File: config.mk
export PLATFORM = sky130hd
export DESIGN_NAME = counter_b4_seq
export DESIGN_NICKNAME = d
export VERILOG_FILES = /design/src/rtl/counter_b4_seq.sv
export SDC_FILE = /design/constraint.sdc
export NUM_CORES = 1
export LEC_CHECK = 0
export BUFFER_PORTS_ARGS = -buffer_cell sky130_fd_sc_hd__buf_2
export CAP_MARGIN = 30
export CORE_UTILIZATION = 60
export CTS_CLUSTER_DIAMETER = 30
export DETAILED_ROUTE_END_ITERATION = 10
export PLACE_DENSITY = 0.91
export SLEW_MARGIN = 20
export SYNTH_ARGS = -nofsm -noshare
export SYNTH_HDL_FRONTEND = slang
export SYNTH_SLANG_ARGS = --single-unit
File: constraint.sdc
create_clock -name sq_clk -period 7.2 [get_ports sq_clk]
set_input_delay 0.36 -clock sq_clk [delete_from_list [all_inputs] [get_ports sq_clk]]
set_output_delay 0.36 -clock sq_clk [all_outputs]
set_load 0.005 [all_outputs]
File: src/rtl/counter_b4_seq.sv
// Command sequencer for a counter_b4: queues {mode, data, len, rco_stop}
// commands in a small FIFO and plays each one out as an enable run.
module counter_b4_seq #(
    parameter int unsigned DEPTH = 4
) (
    input  logic                     sq_clk,
    input  logic                     sq_reset,
    input  logic                     sq_cmd_valid,
    output logic                     sq_cmd_ready,
    input  logic [1:0]               sq_cmd_mode,
    input  logic [3:0]               sq_cmd_data,
    input  logic [3:0]               sq_cmd_len,
    input  logic                     sq_cmd_rco_stop,
    input  logic                     sq_halt,
    input  logic                     sq_rco,
    output logic                     sq_enable,
    output logic [1:0]               sq_mode,
    output logic [3:0]               sq_D,
    output logic                     sq_busy,
    output logic                     sq_done,
    output logic [$clog2(DEPTH):0]   sq_level
);

    localparam int unsigned AW = $clog2(DEPTH);
    localparam int unsigned LW = AW + 1;
    localparam int unsigned RW = 5;

    typedef struct packed {
        logic [1:0] mode;
        logic [3:0] data;
        logic [3:0] len;
        logic       rco_stop;
    } cmd_t;

    typedef enum logic {
        IDLE = 1'b0,
        RUN  = 1'b1
    } state_t;

    cmd_t            mem [DEPTH];
    cmd_t            cmd_in;
    cmd_t            head;
    logic [AW-1:0]   wr_ptr_q;
    logic [AW-1:0]   rd_ptr_q;
    logic [LW-1:0]   level_q;
    logic            full;
    logic            push;
    logic            pop;

    state_t          state_q;
    state_t          state_d;
    logic [RW-1:0]   rem_q;
    logic [RW-1:0]   rem_d;
    logic [1:0]      mode_q;
    logic [1:0]      mode_d;
    logic [3:0]      d_q;
    logic [3:0]      d_d;
    logic            stop_q;
    logic            stop_d;
    logic            done_q;
    logic            done_d;
    logic            run_en;
    logic            can_issue;

    assign cmd_in = '{mode: sq_cmd_mode, data: sq_cmd_data,
                      len: sq_cmd_len, rco_stop: sq_cmd_rco_stop};
    assign head   = mem[rd_ptr_q];

    // Ready ignores a same-cycle pop, so a full FIFO never accepts.
    assign full         = (level_q == LW'(DEPTH));
    assign sq_cmd_ready = ~full & ~sq_reset;
    assign push         = sq_cmd_valid & sq_cmd_ready;

    assign run_en    = (state_q == RUN) & ~sq_halt;
    assign can_issue = (level_q != '0) & ~sq_halt;

    // FIFO storage: no reset needed, validity is tracked by level_q.
    always_ff @(posedge sq_clk) begin
        if (push) begin
            mem[wr_ptr_q] <= cmd_in;
        end
    end

    always_ff @(posedge sq_clk or posedge sq_reset) begin
        if (sq_reset) begin
            wr_ptr_q <= '0;
            rd_ptr_q <= '0;
            level_q  <= '0;
        end else begin
            if (push) wr_ptr_q <= wr_ptr_q + AW'(1);
            if (pop)  rd_ptr_q <= rd_ptr_q + AW'(1);
            case ({push, pop})
                2'b10:   level_q <= level_q + LW'(1);
                2'b01:   level_q <= level_q - LW'(1);
                default: level_q <= level_q;
            endcase
        end
    end

    always_ff @(posedge sq_clk or posedge sq_reset) begin
        if (sq_reset) begin
            state_q <= IDLE;
            rem_q   <= '0;
            mode_q  <= '0;
            d_q     <= '0;
            stop_q  <= 1'b0;
            done_q  <= 1'b0;
        end else begin
            state_q <= state_d;
            rem_q   <= rem_d;
            mode_q  <= mode_d;
            d_q     <= d_d;
            stop_q  <= stop_d;
            done_q  <= done_d;
        end
    end

    // Next state: issue from IDLE, count down enabled cycles in RUN,
    // and chain the next command at the completing edge when possible.
    always_comb begin
        state_d = state_q;
        rem_d   = rem_q;
        mode_d  = mode_q;
        d_d     = d_q;
        stop_d  = stop_q;
        done_d  = 1'b0;
        pop     = 1'b0;

        case (state_q)
            IDLE: begin
                if (can_issue) begin
                    pop     = 1'b1;
                    state_d = RUN;
                end
            end
            RUN: begin
                if (run_en) begin
                    if ((rem_q == RW'(1)) || (stop_q && sq_rco)) begin
                        done_d = 1'b1;
                        if (can_issue) begin
                            pop = 1'b1;
                        end else begin
                            state_d = IDLE;
                        end
                    end else begin
                        rem_d = rem_q - RW'(1);
                    end
                end
            end
            default: state_d = IDLE;
        endcase

        if (pop) begin
            rem_d  = (head.len == 4'd0) ? RW'(16) : {1'b0, head.len};
            mode_d = head.mode;
            d_d    = head.data;
            stop_d = head.rco_stop;
        end
    end

    assign sq_busy   = (state_q == RUN);
    assign sq_enable = sq_busy & ~sq_halt;
    assign sq_mode   = mode_q;
    assign sq_D      = d_q;
    assign sq_done   = done_q;
    assign sq_level  = level_q;

endmodule

==> results of run 1 <==
[area by class of cell]
type                            instances  area share
Tap cell                               52      0.0206
Clock inverter                          2      0.0111
Multi-Input combinational cell         79       0.257
Sequential cell                        65       0.585
Clock buffer                           14      0.0550
Inverter                               13      0.0154
Timing Repair Buffer                   30      0.0562
[metrics by stage]
step | power, mW | setup WS [ps]
global placement | 0.899 | 4110
CTS | 1.25 | 3930
global route | 1.31 | 3750
floorplan | 0.827 | 4450
detailed placement | 0.932 | 3950
finish | 1.24 | 3960
[cells in the final DEF, fill, tap and decap left out, types with 2 or more instances in the layout]
cell type / netlist / routed
edfxtp_1: 44 / 44
buf_2: 0 / 28
dfrtp_1: 21 / 21
inv_1: 13 / 13
mux4_2: 11 / 11
clkbuf_8: 0 / 10
mux2_2: 8 / 8
ha_1: 7 / 7
nand2_1: 5 / 5
o21ai_0: 5 / 5
nor2_1: 4 / 4
and3_1: 4 / 4
xnor2_1: 3 / 3
nor3_1: 3 / 3
xor2_1: 3 / 3
clkbuf_1: 2 / 3
mux2i_1: 2 / 2
a31oi_1: 2 / 2
and2_1: 2 / 2
nand3_1: 2 / 2
[logic make-up (layout without fill, tap and decap cells)]
logic type	count (synthesis)	count (layout)	synth area share
adder cells (fa/ha/maj)	8	8	0.0394
flip-flops	65	65	0.676
AND/OR/NAND/NOR	28	28	0.0595
multiplexers	21	21	0.131
AO/OA/AOI/OAI	16	16	0.0481
buffers and inverters	17	59	0.0275
XOR/XNOR	6	6	0.0192
[metal layers]
metal  wire length, um  share of wire  track usage  vias up
met5                 0              0            0        -
met4               137          0.029        0.102        0
met3               243          0.052       0.0640       16
met2              2520           0.54        0.384       55
met1              1810           0.38        0.242      735
li1                  -              -            -      683
[registers in the layout, indices dropped and copies added (netlist names)]
register  count
sq_D          4
sq_level      3
rem_q         5
stop_q        1
sq_mode       2
mem          44
wr_ptr_q      2
sq_busy       1
rd_ptr_q      2
sq_done       1
[repair_timing]
item                                   in CTS  in global routing
setup buffers                               0                  0
hold buffers                                0                  1
endpoints found under the hold margin       0                  3
setup endpoints to repair                   0                  0
[final timing paths]
check | startpoint | to | slack (ps)
max in group asynchronous | sq_reset | rem_q[1] | 6330
hold reg to reg | sq_D[0] | sq_D[0] | 510
min in group asynchronous | sq_reset | sq_mode[0] | 500
hold / removal | sq_cmd_data[2] | mem[2][7] | 250
setup / recovery | rem_q[1] | sq_level[2] | 3960
setup reg to reg | rem_q[1] | sq_level[2] | 3960
[power groups by stage]
| stage | Sequential [mW] | Combinational (mW) | Clock, mW |
|---|---|---|---|
| 6_report | 0.576 | 0.353 | 0.314 |
| 3_5_place_dp | 0.585 | 0.347 | 0 |
| 2_1_floorplan | 0.545 | 0.282 | 0 |
| 5_1_grt | 0.589 | 0.386 | 0.336 |
| 3_3_place_gp | 0.575 | 0.324 | 0 |
| 4_1_cts | 0.577 | 0.353 | 0.318 |
==> metrics.md, run 1 <==
| Metric | Value |
|---|---|
| Num CTS Buffers | 9 |
| Max Slew Vio Count | 0 |
| Yosys cell types | 38 |
| Clock Latency Late Sink | 330 ps |
| Dominant cells by area after synthesis | edfxtp_1, dfrtp_1, mux4_2 |
| Storage cell area | approximately 1800 um^2 |
| Seq cells post-synth | 65 |
| Root buf cell | clkbuf_8 |
| Row count | 24 |
| HP Class | input port to flop |
| Clk sink count | 65 |
| I/O pin total | 29 |
| Post-Syn Area | ~2700 um^2 |
| Post-synthesis net count | roughly 190 |
| GPL Wtd Cong | 0.820 |
| Die W | 69.5 um |
| Critical-path maximum fanout | 19 |
| Least-Margin Pin Slew | approximately 930 ps |
| Post-detail-place hpwl | 3110 um |
| Via/cell ratio | 5.84 |
| EDFF count, synth | 44 |
| Highest Clock Rate | 0.309 GHz |
| Final design utilization | 0.726 |
| Max Clock Skew | 11.3 ps |
| Cell Chain, Critical Path | inv_1 -> ha_1 -> or4b_4 -> a311oi_4 -> ha_1 -> inv_1 -> fa_1 -> xor2_1 -> nor2_1 -> xor2_1 |
| Slowest cell on the critical path | a311oi_4 |
| P_int | 0.871 mW |
| Starting Density | 0.628 |
| Slowest stage delay, CP | just over 800 ps |
| Drt drc | 0 |
| CTS tree | done |
| Post-synth top cells | edfxtp_1, dfrtp_1, inv_1, mux4_2, mux2_2 |
| Worst Hold Path Cells | 1 |
| Main synth FF type | edfxtp_1 |
| Largest area contributor in the netlist | edfxtp_1 |
| Crit path launch type | flop |
| VDD IR max | 0.000208 V |
| Sequential share of power | 0.463 |
| Asr flop ratio synth | 0.323 |
| Maximum clock insertion buffer count | 2 |
| P_sw | 0.372 mW |
| CP Data Arrival Time | 3490 ps |
| Largest net degree at the start of global routing | 22 |
| Core area | 4350 um^2 |
| Critical Path RT | roughly 7500 ps |
| Drt initial violations | 95 |
| Fill cell count | 258 |
| Via count | 1489 |
| Non-filler instance count after layout | 255 |
| Period utilization | 0.450 |
| Net Sw Frac | 0.299 |
| WS Path Type | flop to flop |
| RSZ-0062 raised after global routing | no |
| Cts repair resizes | 0 |
| Reg2reg path depth | 10 |
| Buffers on Ports | 28 |
| Number of diodes | 0 |
| CP top delay family | adder cells |
| GR Overflow Total | 0 |
| Post-synth top area share | 0.483 |
| Area of the multi-input gates | 812 um^2 |
| Worst path bufs/invs | 2 |
| Final net count | 222 |
| Crit path time final | about 3200 ps |
| Final WL | 4710 um |
| Static leakage | 1.23 nW |
| Initial antenna violation count | 0 |
| Post-synthesis sequential area ratio | 0.676 |
| Die area | 4830 um^2 |
| Final hold violations | 0 |
| Gate power share | 0.284 |
| Drt wl/cell | 18.5 um |
| Setup violations, final | 0 |
| Number of max-cap violations | 0 |
| Power per standard cell area | 394 nW/um^2 |
| Cells after synthesis | about 160 |
| Worst Setup End Kind | flop |
| Layout area overhead | 15.6% |
| Placed inst area | about 3000 um^2 |
| Final ANT Viol Nets | 0 |
| Status | finished, final reports clean |
| Slew headroom | 0.381 |
| Design area | 3160 um^2 |
| All-Layer GR Usage | 0.218 |
| Post-Route Setup TNS | 0 ps |
| Placed Cells incl. Taps | 237 |
| Yosys Warn Count | 0 |
| Syn Area/Cell | 17.0 um^2 |
| Clock Pin Slew Worst Setup and Hold Paths | 70 ps |
| Most numerous cell in the Yosys netlist | edfxtp_1 |
| Hold Slack | 252 ps |
| Clk network pwr share | 0.253 |
| Vias in the first global route | ~1600 |
| Crit path depth | 10 |
| First-pass GRT wire length | 7680 um |
| Drt pass-1 iters | 4 |
| Layout cells sized above 1 | 0.325 |
| CTS HTree Levels | 3 |
| Die Ht | 69.5 um |
(Power assumes the default switching activity.)
==> run 2: changes to the inputs <==
Settings changed: CORE_UTILIZATION 60 to 57, PLACE_DENSITY 0.91 to 0.88.
Clock period 7.2 ns to 3.1 ns, I/O delays scaled along.
==> run 2 against run 1 <==
Count of clock-buffer cells in the layout is 2 lower. Via count grew 2.2%. The run now ends with DRC left. Fmax rose by 21%. Critical endpoint unchanged. Largest cell class unchanged. Cell count up 0.78%. Non-clock buffer count up 2.
==> metrics.md, run 2 (same netlist as run 1, synthesis figures left out) <==
| Metric | Value |
|---|---|
| GR Overflow Total | 0 |
| Final net count | approximately 220 |
| Buffers on Ports | 28 |
| Power per standard cell area | around 900 nW/um^2 |
| Number of diodes | 0 |
| CTS HTree Levels | 3 |
| Final hold violations | 0 |
| Critical path endpoint | sq_level[2] |
| Period utilization | 0.863 |
| Most common cell after layout, fill and taps aside | edfxtp_1 |
| Most flops, register | mem |
| Total setup buffers inserted after CTS | 0 |
| Max Clock Skew | 4.26 ps |
| GPL Wtd Cong | 0.793 |
| Die Ht | 71.3 um |
| Worst Setup End Kind | flop |
| Max reg flops | 44 |
| Post-Route Setup TNS | 0 ps |
| Crit path launch type | flop |
| Design area | 3140 um^2 |
| Starting Density | 0.611 |
| Failing checks | DRC |
| All-Layer GR Usage | 0.216 |
| Crit path time final | 2670 ps |
| Num CTS Buffers | 9 |
| Drt drc | 1 |
| CP Data Arrival Time | 2930 ps |
| Critical-path maximum fanout | 3 |
| Placed Cells incl. Taps | 239 |
| Critical Path RT | between 3000 and 4000 ps |
| Vias in the first global route | between 1500 and 2000 |
| I/O pin total | 29 |
| Final WL | 4770 um |
| Fill cell count | 295 |
| Drt pass-1 iters | 7 |
| Via/cell ratio | 5.92 |
| Post-detail-place hpwl | 3180 um |
| Reg2reg path depth | 10 |
| R2R Setup Slk | 430 ps |
| Die W | 71.3 um |
| Clk sink count | 65 |
| Commonest non-fill, non-tap cells in the layout | edfxtp_1, buf_2, dfrtp_1, inv_1, mux4_2 |
| Clock Pin Slew Worst Setup and Hold Paths | 70 ps |
| Worst Hold Path Cells | 1 |
| Slew headroom | 0.416 |
| Least-Margin Pin Slew | 873 ps |
| WS Path Type | flop to flop |
| Root buf cell | clkbuf_8 |
| Status | complete, but fails checks |
| Largest net degree at the start of global routing | 22 |
| First-pass GRT wire length | a little under 8000 um |
| R2r endpoint | sq_level[2] |
| Layout area overhead | 14.9% |
| Core area | 4470 um^2 |
| Drt initial violations | 87 |
| Max Slew Vio Count | 0 |
| Non-filler instance count after layout | 257 |
| CTS tree | done |
| Layout cells sized above 1 | 0.327 |
| Initial antenna violation count | 0 |
| Row count | 24 |
| Setup violations, final | 0 |
| VDD IR max | between 0.0004 and 0.0005 V |
| Highest Clock Rate | around 0.37 GHz |
| Placed inst area | between 2000 and 3000 um^2 |
| Final ANT Viol Nets | 0 |
| Die area | 5080 um^2 |
| RSZ-0062 raised after global routing | no |
| Worst r2r src | rem_q[1] |
| Number of max-cap violations | 0 |
| Drt wl/cell | 18.6 um |
| HP Class | input port to flop |
| Hold Slack | 35.8 ps |
| Via count | 1522 |
| Static leakage | 1.23 nW |
| Maximum clock insertion buffer count | 2 |
| Clock Latency Late Sink | about 330 ps |
| Worst Setup SP | rem_q[1] |
run 2: area by class of cell:
cell class,count,area [um^2],share of cell area
Tap cell,52,65.1,0.0207
Timing Repair Buffer,32,180,0.0574
Clock inverter,4,42.5,0.0135
Clock buffer,12,145,0.0462
Sequential cell,65,1850,0.588
Inverter,13,48.8,0.0155
Multi-Input combinational cell,79,812,0.259
run 2: worst max-delay path, cell delays in order, from the launching register on:
cell	delay, ps
dfrtp_1	390
inv_1	90
ha_1	200
or4b_4	490
a311oi_4	290
ha_1	230
inv_1	60
fa_1	370
xor2_1	150
nor2_1	150
xor2_1	180
run 2: worst min-delay path by stage:
stage                   start           to
2_1_floorplan        sq_reset  rd_ptr_q[0]
6_report       sq_cmd_mode[1]   mem[1][10]
4_1_cts        sq_cmd_mode[1]   mem[1][10]
5_1_grt        sq_cmd_mode[1]   mem[2][10]
3_3_place_gp         sq_reset  sq_level[0]
3_5_place_dp         sq_reset  sq_level[1]
run 2: timing repair:
item,CTS,global route
hold buffers,1,0
hold endpoints to repair,8,0
resized for setup,0,0
run 2: power breakdown:
group | internal (mW) | switching [mW] | leakage, nW
clock network | 0.387 | 0.296 | 0.0954
registers | 1.14 | 0.161 | 0.644
logic | 0.458 | 0.420 | 0.489
run 2: through the flow:
stage	util	setup slack, ps	total power [mW]
final	0.702	426	2.86
after global routing	0.702	228	3.01
after CTS	0.699	453	2.87
after detailed placement	0.654	466	2.18
after global placement	0.654	610	2.11
after floorplan	-	346	1.92
run 2: metal layers:
metal,vias to the layer above,track usage,part of all wire,wire (um)
met3,8,0.0605,0.043,204
met5,-,0,0,0
li1,687,-,-,-
met4,0,0.111,0.019,93
met1,792,0.247,0.40,1900
met2,35,0.374,0.54,2580
==> run 3: changes to the inputs <==
Settings changed: ABC_AREA from default to 1, CORE_UTILIZATION 57 to 44, PLACE_DENSITY 0.88 to 0.72.
==> run 3 against run 2 <==
The flow now finishes without violations. Synthesized cell count up 58%. Global-route usage down 5.6 points. Clock power up 2%. Flip-flop and latch count unchanged. Critical path type unchanged.
==> metrics.md, run 3 <==
| Metric | Value |
|---|---|
| Status | finished, final reports clean |
| Asr flop ratio synth | 0.323 |
| Least-Margin Pin Slew | about 800 ps |
| Most common cell after layout, fill and taps aside | nand2_1 |
| Max Slew Vio Count | 0 |
| I/O pin total | 29 |
| P_int | between 1.5 and 2 mW |
| Net Sw Frac | 0.368 |
| WS Path Type | flop to flop |
| First-pass GRT wire length | 8360 um |
| Post-synth top area share | 0.460 |
| Post-synthesis sequential area ratio | 0.643 |
| Largest area contributor in the netlist | edfxtp_1 |
| Initial antenna violation count | 0 |
| GPL Wtd Cong | a little over 0.7 |
| Post-detail-place hpwl | 3330 um |
| P_sw | 1.09 mW |
| Drt drc | 0 |
| Row count | 29 |
| Hold Slack | 31.1 ps |
| CP Data Arrival Time | 2520 ps |
| Layout area overhead | 13.7% |
| Number of max-cap violations | 0 |
| EDFF count, synth | 44 |
| Worst Setup End Kind | flop |
| Yosys Warn Count | 0 |
| Vias in the first global route | 1750 |
| Post-synth top cells | nand2_1, edfxtp_1, dfrtp_1, nor2_1, inv_1 |
| Period utilization | 0.744 |
| Final net count | 315 |
| Final hold violations | 0 |
| Non-filler instance count after layout | 373 |
| CTS HTree Levels | 3 |
| Max Clock Skew | 4.18 ps |
| Static leakage | 1.40 nW |
| Via/cell ratio | roughly 4.8 |
| RSZ-0062 raised after global routing | no |
| All-Layer GR Usage | 0.160 |
| Buffers on Ports | 28 |
| Power per standard cell area | 908 nW/um^2 |
| Highest Clock Rate | 0.434 GHz |
| Sequential share of power | 0.422 |
| Syn Area/Cell | between 10 and 15 um^2 |
| Gate power share | 0.343 |
| Total setup buffers inserted after CTS | 0 |
| GR Overflow Total | 0 |
| Clk sink count | 65 |
| Drt pass-1 iters | 4 |
| Maximum clock insertion buffer count | 2 |
| Post-Route Setup TNS | 0 ps |
| Die area | 6860 um^2 |
| Root buf cell | clkbuf_8 |
| Cells after synthesis | between 200 and 300 |
| Via count | 1797 |
| Starting Density | 0.455 |
| Max reg flops | 44 |
| Most numerous cell in the Yosys netlist | nand2_1 |
| Num CTS Buffers | 9 |
| Critical-path maximum fanout | 15 |
| Design Power | 2.97 mW |
| Setup violations, final | 0 |
| Placed Cells incl. Taps | 356 |
| Yosys cell types | 25 |
| Dominant cells by area after synthesis | edfxtp_1, dfrtp_1, nand2_1 |
| Number of diodes | 0 |
| Clock Latency Late Sink | 330 ps |
| Die W | ~83 um |
| Final WL | 4970 um |
| Crit path launch type | flop |
| Commonest non-fill, non-tap cells in the layout | nand2_1, edfxtp_1, buf_2, nor2_1, dfrtp_1 |
| Drt wl/cell | 13.3 um |
| Post-synthesis net count | 279 |
| Post-Syn Area | 2870 um^2 |
| Slew headroom | 0.475 |
| CTS tree | done |
| Die Ht | 82.8 um |
| Final design utilization | 0.517 |
| VDD IR max | 0.000445 V |
| Clock Pin Slew Worst Setup and Hold Paths | 70 ps |
| Final ANT Viol Nets | 0 |
| Main synth FF type | edfxtp_1 |
| Core area | approximately 6300 um^2 |
| Crit path time final | ~2300 ps |
| Layout cells sized above 1 | 0.233 |
| Most flops, register | mem |
| Drt initial violations | 127 |
| Clk network pwr share | 0.235 |
| HP Class | input port to flop |
| Largest net degree at the start of global routing | 26 |
| Seq cells post-synth | 65 |
| Critical Path RT | 3310 ps |
## run 3: cell count changes after synthesis, sizes merged, moves of 3 or more
cell   before  now
and3        4    0
nand2       5   78
buf         2    9
o21ai       6   16
nor2        4   24
mux2        8    0
a21oi       1    4
o22ai       0    7
mux4       11    0
inv        13   20
nand3       2   15
## run 3: path summary, 6_finish.rpt
check	depth (start not counted)	to	startpoint	slack, ps
max reg2reg	14	sq_level[2]	rem_q[1]	790
min	1	mem[0][4]	sq_cmd_len[3]	30
min reg2reg	2	sq_mode[0]	sq_mode[0]	470
max in group asynchronous	3	rem_q[0]	sq_reset	2090
min in group asynchronous	3	sq_done	sq_reset	520
max	14	sq_level[2]	rem_q[1]	790
## run 3: power by group through the flow
stage | sequential (mW) | clock [mW] | combinational (mW)
3_5_place_dp | 1.27 | 0 | 1.03
4_1_cts | 1.25 | 0.715 | 1.03
3_3_place_gp | 1.27 | 0 | 0.997
6_report | 1.25 | 0.697 | 1.02
5_1_grt | 1.28 | 0.754 | 1.17
2_1_floorplan | 1.24 | 0 | 0.834
## run 3: cell families after synthesis
kind of cell,Yosys count,share of synthesized area
adders and majority gates,8,0.0374
DFF,65,0.643
AOI/OAI and AO/OA,27,0.0540
xor gates and xnor gates,8,0.0270
and+or+nand+nor,118,0.183
buffers and inverters,29,0.0562
## run 3: repair_timing
item / CTS / global route
hold buffers: 1 / 0
gates resized for setup: 0 / 0
hold endpoints to repair: 14 / 0
## run 3: routing by layer
| metal | GRT usage | wire length (um) | vias to the layer above |
|---|---|---|---|
| met4 | 0.0940 | 77 | 0 |
| met3 | 0.0348 | 247 | 7 |
| li1 | - | - | 913 |
| met5 | 0 | 0 | - |
| met1 | 0.215 | 2320 | 836 |
| met2 | 0.240 | 2330 | 41 |
## run 3: final cells by class
cell class	count	area (um^2)
clock buffer	9	124
clock inverter	7	71.3
fill	569	3050
inverter	20	75.1
multi-input combinational	161	866
sequential	65	1850
tap	77	96.3
timing repair buffer	34	188
## run 3: critical path, cell delays in order (launching register included)
cell and delay, ps:
dfrtp_1 390, inv_1 80, ha_1 130, inv_1 30, nor2_1 80, nand2_1 80
nand2_2 90, nand3_2 110, nand2_4 180, ha_1 170, inv_1 60, fa_1 370
a21oi_1 150, o21ai_0 110, xor2_1 150
## run 3: per-stage QoR
step                instance area, um^2  worst slack [ps]
floorplan                          2870               917
global placement                   3060               876
detailed placement                 3060               796
CTS                                3270               783
global route                       3270               594
finish                             3270               794
